### src/rtl/tcdm_bank_rr_arb.sv
// Per-bank round-robin request arbiter for the TCDM interconnect.
// Optional single request slot decouples the grant path from the bank.
module tcdm_bank_rr_arb #(
  parameter int NumIn         = 32,
  parameter int ReqDataWidth  = 32,
  parameter int RespDataWidth = 32,
  parameter bit ReqReg        = 1'b0
) (
  input  logic                            clk_i,
  input  logic                            rst_i,
  input  logic [NumIn-1:0]                req_i,
  output logic [NumIn-1:0]                gnt_o,
  input  logic [NumIn*ReqDataWidth-1:0]   data_i,
  output logic                            req_o,
  input  logic                            gnt_i,
  output logic [ReqDataWidth-1:0]         data_o,
  input  logic [RespDataWidth-1:0]        rdata_i,
  output logic [RespDataWidth-1:0]        rdata_o
);

  localparam int IdxW = (NumIn > 1) ? $clog2(NumIn) : 1;

  logic [IdxW-1:0]         rr_q;
  logic [IdxW-1:0]         winner;
  logic                    found;
  logic                    load_ok;
  logic                    adv;
  logic [ReqDataWidth-1:0] win_data;

  // Scan from the pointer with an explicit wrap so no index >= NumIn
  always_comb begin : pick
    int idx;
    winner = '0;
    found  = 1'b0;
    for (int i = 0; i < NumIn; i++) begin
      idx = int'(rr_q) + i;
      if (idx >= NumIn) idx = idx - NumIn;
      if (!found && req_i[idx]) begin
        found  = 1'b1;
        winner = IdxW'(idx);
      end
    end
  end

  assign win_data = data_i[int'(winner)*ReqDataWidth +: ReqDataWidth];
  assign adv      = found & load_ok;

  always_comb begin
    gnt_o = '0;
    if (adv) gnt_o[winner] = 1'b1;
  end

  generate
    if (NumIn > 1) begin : g_rr
      logic [IdxW-1:0] rr_nxt;
      assign rr_nxt = (winner == IdxW'(NumIn - 1)) ?
                      '0 : winner + 1'b1;
      always_ff @(posedge clk_i or posedge rst_i) begin
        if (rst_i) begin
          rr_q <= '0;
        end else if (adv) begin
          rr_q <= rr_nxt;
        end
      end
    end else begin : g_no_rr
      assign rr_q = '0;
    end
  endgenerate

  generate
    if (ReqReg) begin : g_reg
      logic                    vld_q;
      logic [ReqDataWidth-1:0] data_q;

      // Slot may refill in the same cycle the bank drains it
      assign load_ok = !vld_q || gnt_i;

      always_ff @(posedge clk_i or posedge rst_i) begin
        if (rst_i) begin
          vld_q  <= 1'b0;
          data_q <= '0;
        end else if (load_ok) begin
          vld_q <= found;
          if (found) data_q <= win_data;
        end
      end

      assign req_o  = vld_q;
      assign data_o = data_q;
    end else begin : g_comb
      assign load_ok = gnt_i;
      assign req_o   = found;
      assign data_o  = win_data;
    end
  endgenerate

  assign rdata_o = rdata_i;

endmodule

### config.mk
export PLATFORM = sky130hd
export DESIGN_NAME = tcdm_bank_rr_arb
export DESIGN_NICKNAME = d
export VERILOG_FILES = /design/src/rtl/tcdm_bank_rr_arb.sv
export SDC_FILE = /design/constraint.sdc
export NUM_CORES = 2
export LEC_CHECK = 0
export CORE_AREA = 8 8 456 458
export CTS_CLUSTER_SIZE = 20
export DETAILED_ROUTE_END_ITERATION = 16
export DIE_AREA = 0 0 464 466
export HOLD_SLACK_MARGIN = 0.08
export PLACE_DENSITY_LB_ADDON = 0.08
export SYNTH_ARGS = -nofsm -noshare
export SYNTH_HDL_FRONTEND = slang
export SYNTH_SLANG_ARGS = --single-unit
### constraint.sdc
create_clock -name clk_i -period 10 [get_ports clk_i]
set_input_delay 1 -clock clk_i [delete_from_list [all_inputs] [get_ports clk_i]]
set_output_delay 1 -clock clk_i [all_outputs]
set_load 0.1 [all_outputs]
==> results.tsv <==
stage	metric	value	unit
worst_hold_path	hold_end	rr_q[1]$_DFFE_PP0P_	
finish	top_regs	rr_q x5	
sta	hold_viol	0	
yosys	synth_top_area_cell	mux2i_1	
critical_path	cp_max_fo	40	
route	drcViolationCount	0	
critical_path	critPathTopFamily	buffers and inverters	
yosys	yosysWarnings	0	
yosys	netlist.area_leader.share	0.4492	
finish	max_flop_register	rr_q	
worst_hold_path	hold_path.class	reg -> reg	
worst_hold_path	min-delay-start	rr_q[1]$_DFFE_PP0P_	
finish	multi_input_area	15410	um^2
grt	grt_overflow	0	
sta	final.period_utilization	0.9464	
sta	tightest_slew	1.147	ns
finish	final_nets	4161	
yosys	yosysMostFrequentCell	mux2i_1	
placement	pre_cts_slack	0.5624	ns
critical_path	path_cells	inv_2, ha_2, mux4_2, mux2i_1, o22ai_1, a31oi_1, and2_0, nand4_2, buf_4, nor3_1, a41o_1, nor3_1, nor2_4, buf_12, buf_12, buf_12, mux2i_1, buf_4, mux2i_1, a22oi_1, nand4_1, buf_4, buf_12	
floorplan	fp.dieArea	216200	um^2
yosys	synth_common_cells	754 x mux2i_1, 97 x nor2_1, 88 x buf_4	
clocking	clockBufferDepth	2	
sta	max_freq	0.1057	GHz
critical_path	required	9.00	ns
critical_path	critical_path_class	reg -> out	
grt	antenna_found_initial	143	
finish	largest_register_ffs	5	
route	dr.pass1.iters	5	
clocking	clock_sinks	5	
yosys	ys_seq_elements	5	
grt	first_global_vias	23070	
sta	min_period	9.464	ns
grt	grt_pass1_wl	253.1	mm
critical_path	r2r_cells	21	
placement	dp_hpwl	183.2	mm
clocking	post_cts_buffers	0	
clocking	clockRootBuffer	clkbuf_16	
route	wl_per_cell	35.05	um
placement	portBuffers	1123	
yosys	syn_nets	3061	
critical_path	rr_startpoint	rr_q[3]$_DFFE_PP0P_	
grt	grt_max_degree	65	
clocking	cts_hold_buffers	0	
critical_path	start_kind	flip-flop	
sta	setup_viol	0	
critical_path	r2r_end	rr_q[3]$_DFFE_PP0P_	
yosys	synthTopCellsByArea	mux2i_1 45%, mux4_2 10%, buf_4 3.9%	
critical_path	crit_top_cell	buf_12	
finish	final_cells	5762	
finish	seq_area	127.6	um^2
finish	drive_above_1_share	0.1347	
critical_path	cp_slowest_cell	dfrtp_1	
finish	syn2layout_area_growth	91.93	%
critical_path	critPathBufInv	8	
finish	finish.utilization	0.1605	
worst_hold_path	min_path_cells	2	
sta	maxSlewViolCount	0	
route	via_per_inst	3.844	
finish	fillers	22710	
floorplan	row_count	165	
yosys	syn-instance-count	1953	
job	max_cap_violations	0	
yosys	syn-mean-instance-area	8.603	um^2
sta	final.setup.tns	0	ns
clocking	cts_tree	done	
route	drt_iter0_drc	1401	
route	antenna_left	0	
placement	gp_congestion	0.8853	
sta	clock_skew	0.003261	ns
clocking	path_clk_slew	0.04	ns
yosys	synth_edf_count	0	
yosys	ys_seq_area_frac	0.007447	
yosys	yosysUniqueCellTypes	99	
sta	rsz0062_at_grt	false	
clocking	cts_buffers	3	
floorplan	die-width	464	um
critical_path	worstSetupEndpointType	output pin	
critical_path	arrival	8.46	ns
floorplan	coreArea	200900	um^2
route	vias	22150	
yosys	syn_area	16800	um^2
status	outcome	complete, no violations	
yosys	ys.flop_type	dfrtp_1	
placement	dp.cells	5720	
sta	fin_ws	0.5362	ns
clocking	clk_latency	0.23	ns
floorplan	die_y	466	um
route	wl	202.0	mm
clocking	cts_resized	0	
yosys	async_reset_ff_frac	1.000	
critical_path	rrSetupSlack	2.63	ns
clocking	h-tree-depth	1	
grt	grt_usage	0.1739	
floorplan	start_util	0.08365	
floorplan	top_level_ports	1188	
sta	relSlewSlack	0.2332	
critical_path	cp_slowest_stage_delay	0.80	ns
## worst min-delay path, cell delays in order (launching register included)
cell and delay [ns]:
dfrtp_2 0.39, clkinv_1 0.12, o21ai_0 0.10
## cells in the final DEF (no fill, tap or decap), types with 38 or more instances in the layout
cell             synthesis  final
clkdlybuf4s50_1          0   1059
mux2i_1                754    754
buf_4                   88    182
nor2_1                  97     95
a22oi_1                 86     86
o22ai_1                 82     82
mux4_2                  75     75
nand2_1                 74     72
buf_12                   0     55
o21ai_0                 53     53
diode_2                  0     38
## metrics by stage
step,cell area (um^2),hold slack (ns)
after floorplan,16800,0.7785
after global placement,32060,0.6338
after detailed placement,32070,0.6511
after CTS,32150,0.6552
after global routing,32180,0.7099
final,32250,0.6502
## cell type report
type                            instances  area share
Multi-Input combinational cell       1717      0.4780
Timing Repair Buffer                 1297      0.4054
Tap cell                             2672      0.1037
Sequential cell                         5    0.003957
Inverter                               29    0.003608
Antenna cell                           38    0.002949
Clock buffer                            3    0.002328
Clock inverter                          1   0.0001552
## cell families (layout without fill, tap and decap cells)
kind of cell             after synthesis  after routing  synth area share
multiplexers                         886            886            0.5894
AO/OA/AOI/OAI                        410            410            0.1731
AND/OR/NAND/NOR                      372            372            0.1198
buffers and inverters                231           1330           0.08005
XOR/XNOR                              32             32           0.01757
adder cells (fa/ha/maj)               17             17           0.01266
flip-flops                             5              5          0.007447
other                                  0             38                 0
## routing by layer
metal | share of wire | track usage | wire length (um) | up-vias
met5 | 0.0024 | 0 | 485 | -
met4 | 0.021 | 0.02788 | 4198 | 76
met3 | 0.058 | 0.04122 | 11780 | 252
met2 | 0.53 | 0.3337 | 107300 | 972
met1 | 0.39 | 0.1967 | 78170 | 10870
li1 | - | - | - | 9980
## how the worst max path moves through the flow
| stage | slack, ns | endpoint | start | cells past startpoint |
|---|---|---|---|---|
| global placement | 0.006 | data_o[21] | rr_q[3]$_DFFE_PP0P_ | 21 |
| detailed placement | 0.56 | data_o[30] | rr_q[3]$_DFFE_PP0P_ | 23 |
| finish | 0.54 | data_o[30] | rr_q[3]$_DFFE_PP0P_ | 23 |
| floorplan | 0.07 | gnt_o[15] | rr_q[1]$_DFFE_PP0P_ | 23 |
| global route | 0.12 | data_o[30] | rr_q[3]$_DFFE_PP0P_ | 23 |
| CTS | 0.29 | data_o[30] | rr_q[3]$_DFFE_PP0P_ | 23 |
Power is not shown: default switching activity piles up to over one toggle a cycle in this logic, so the estimate is an artifact.
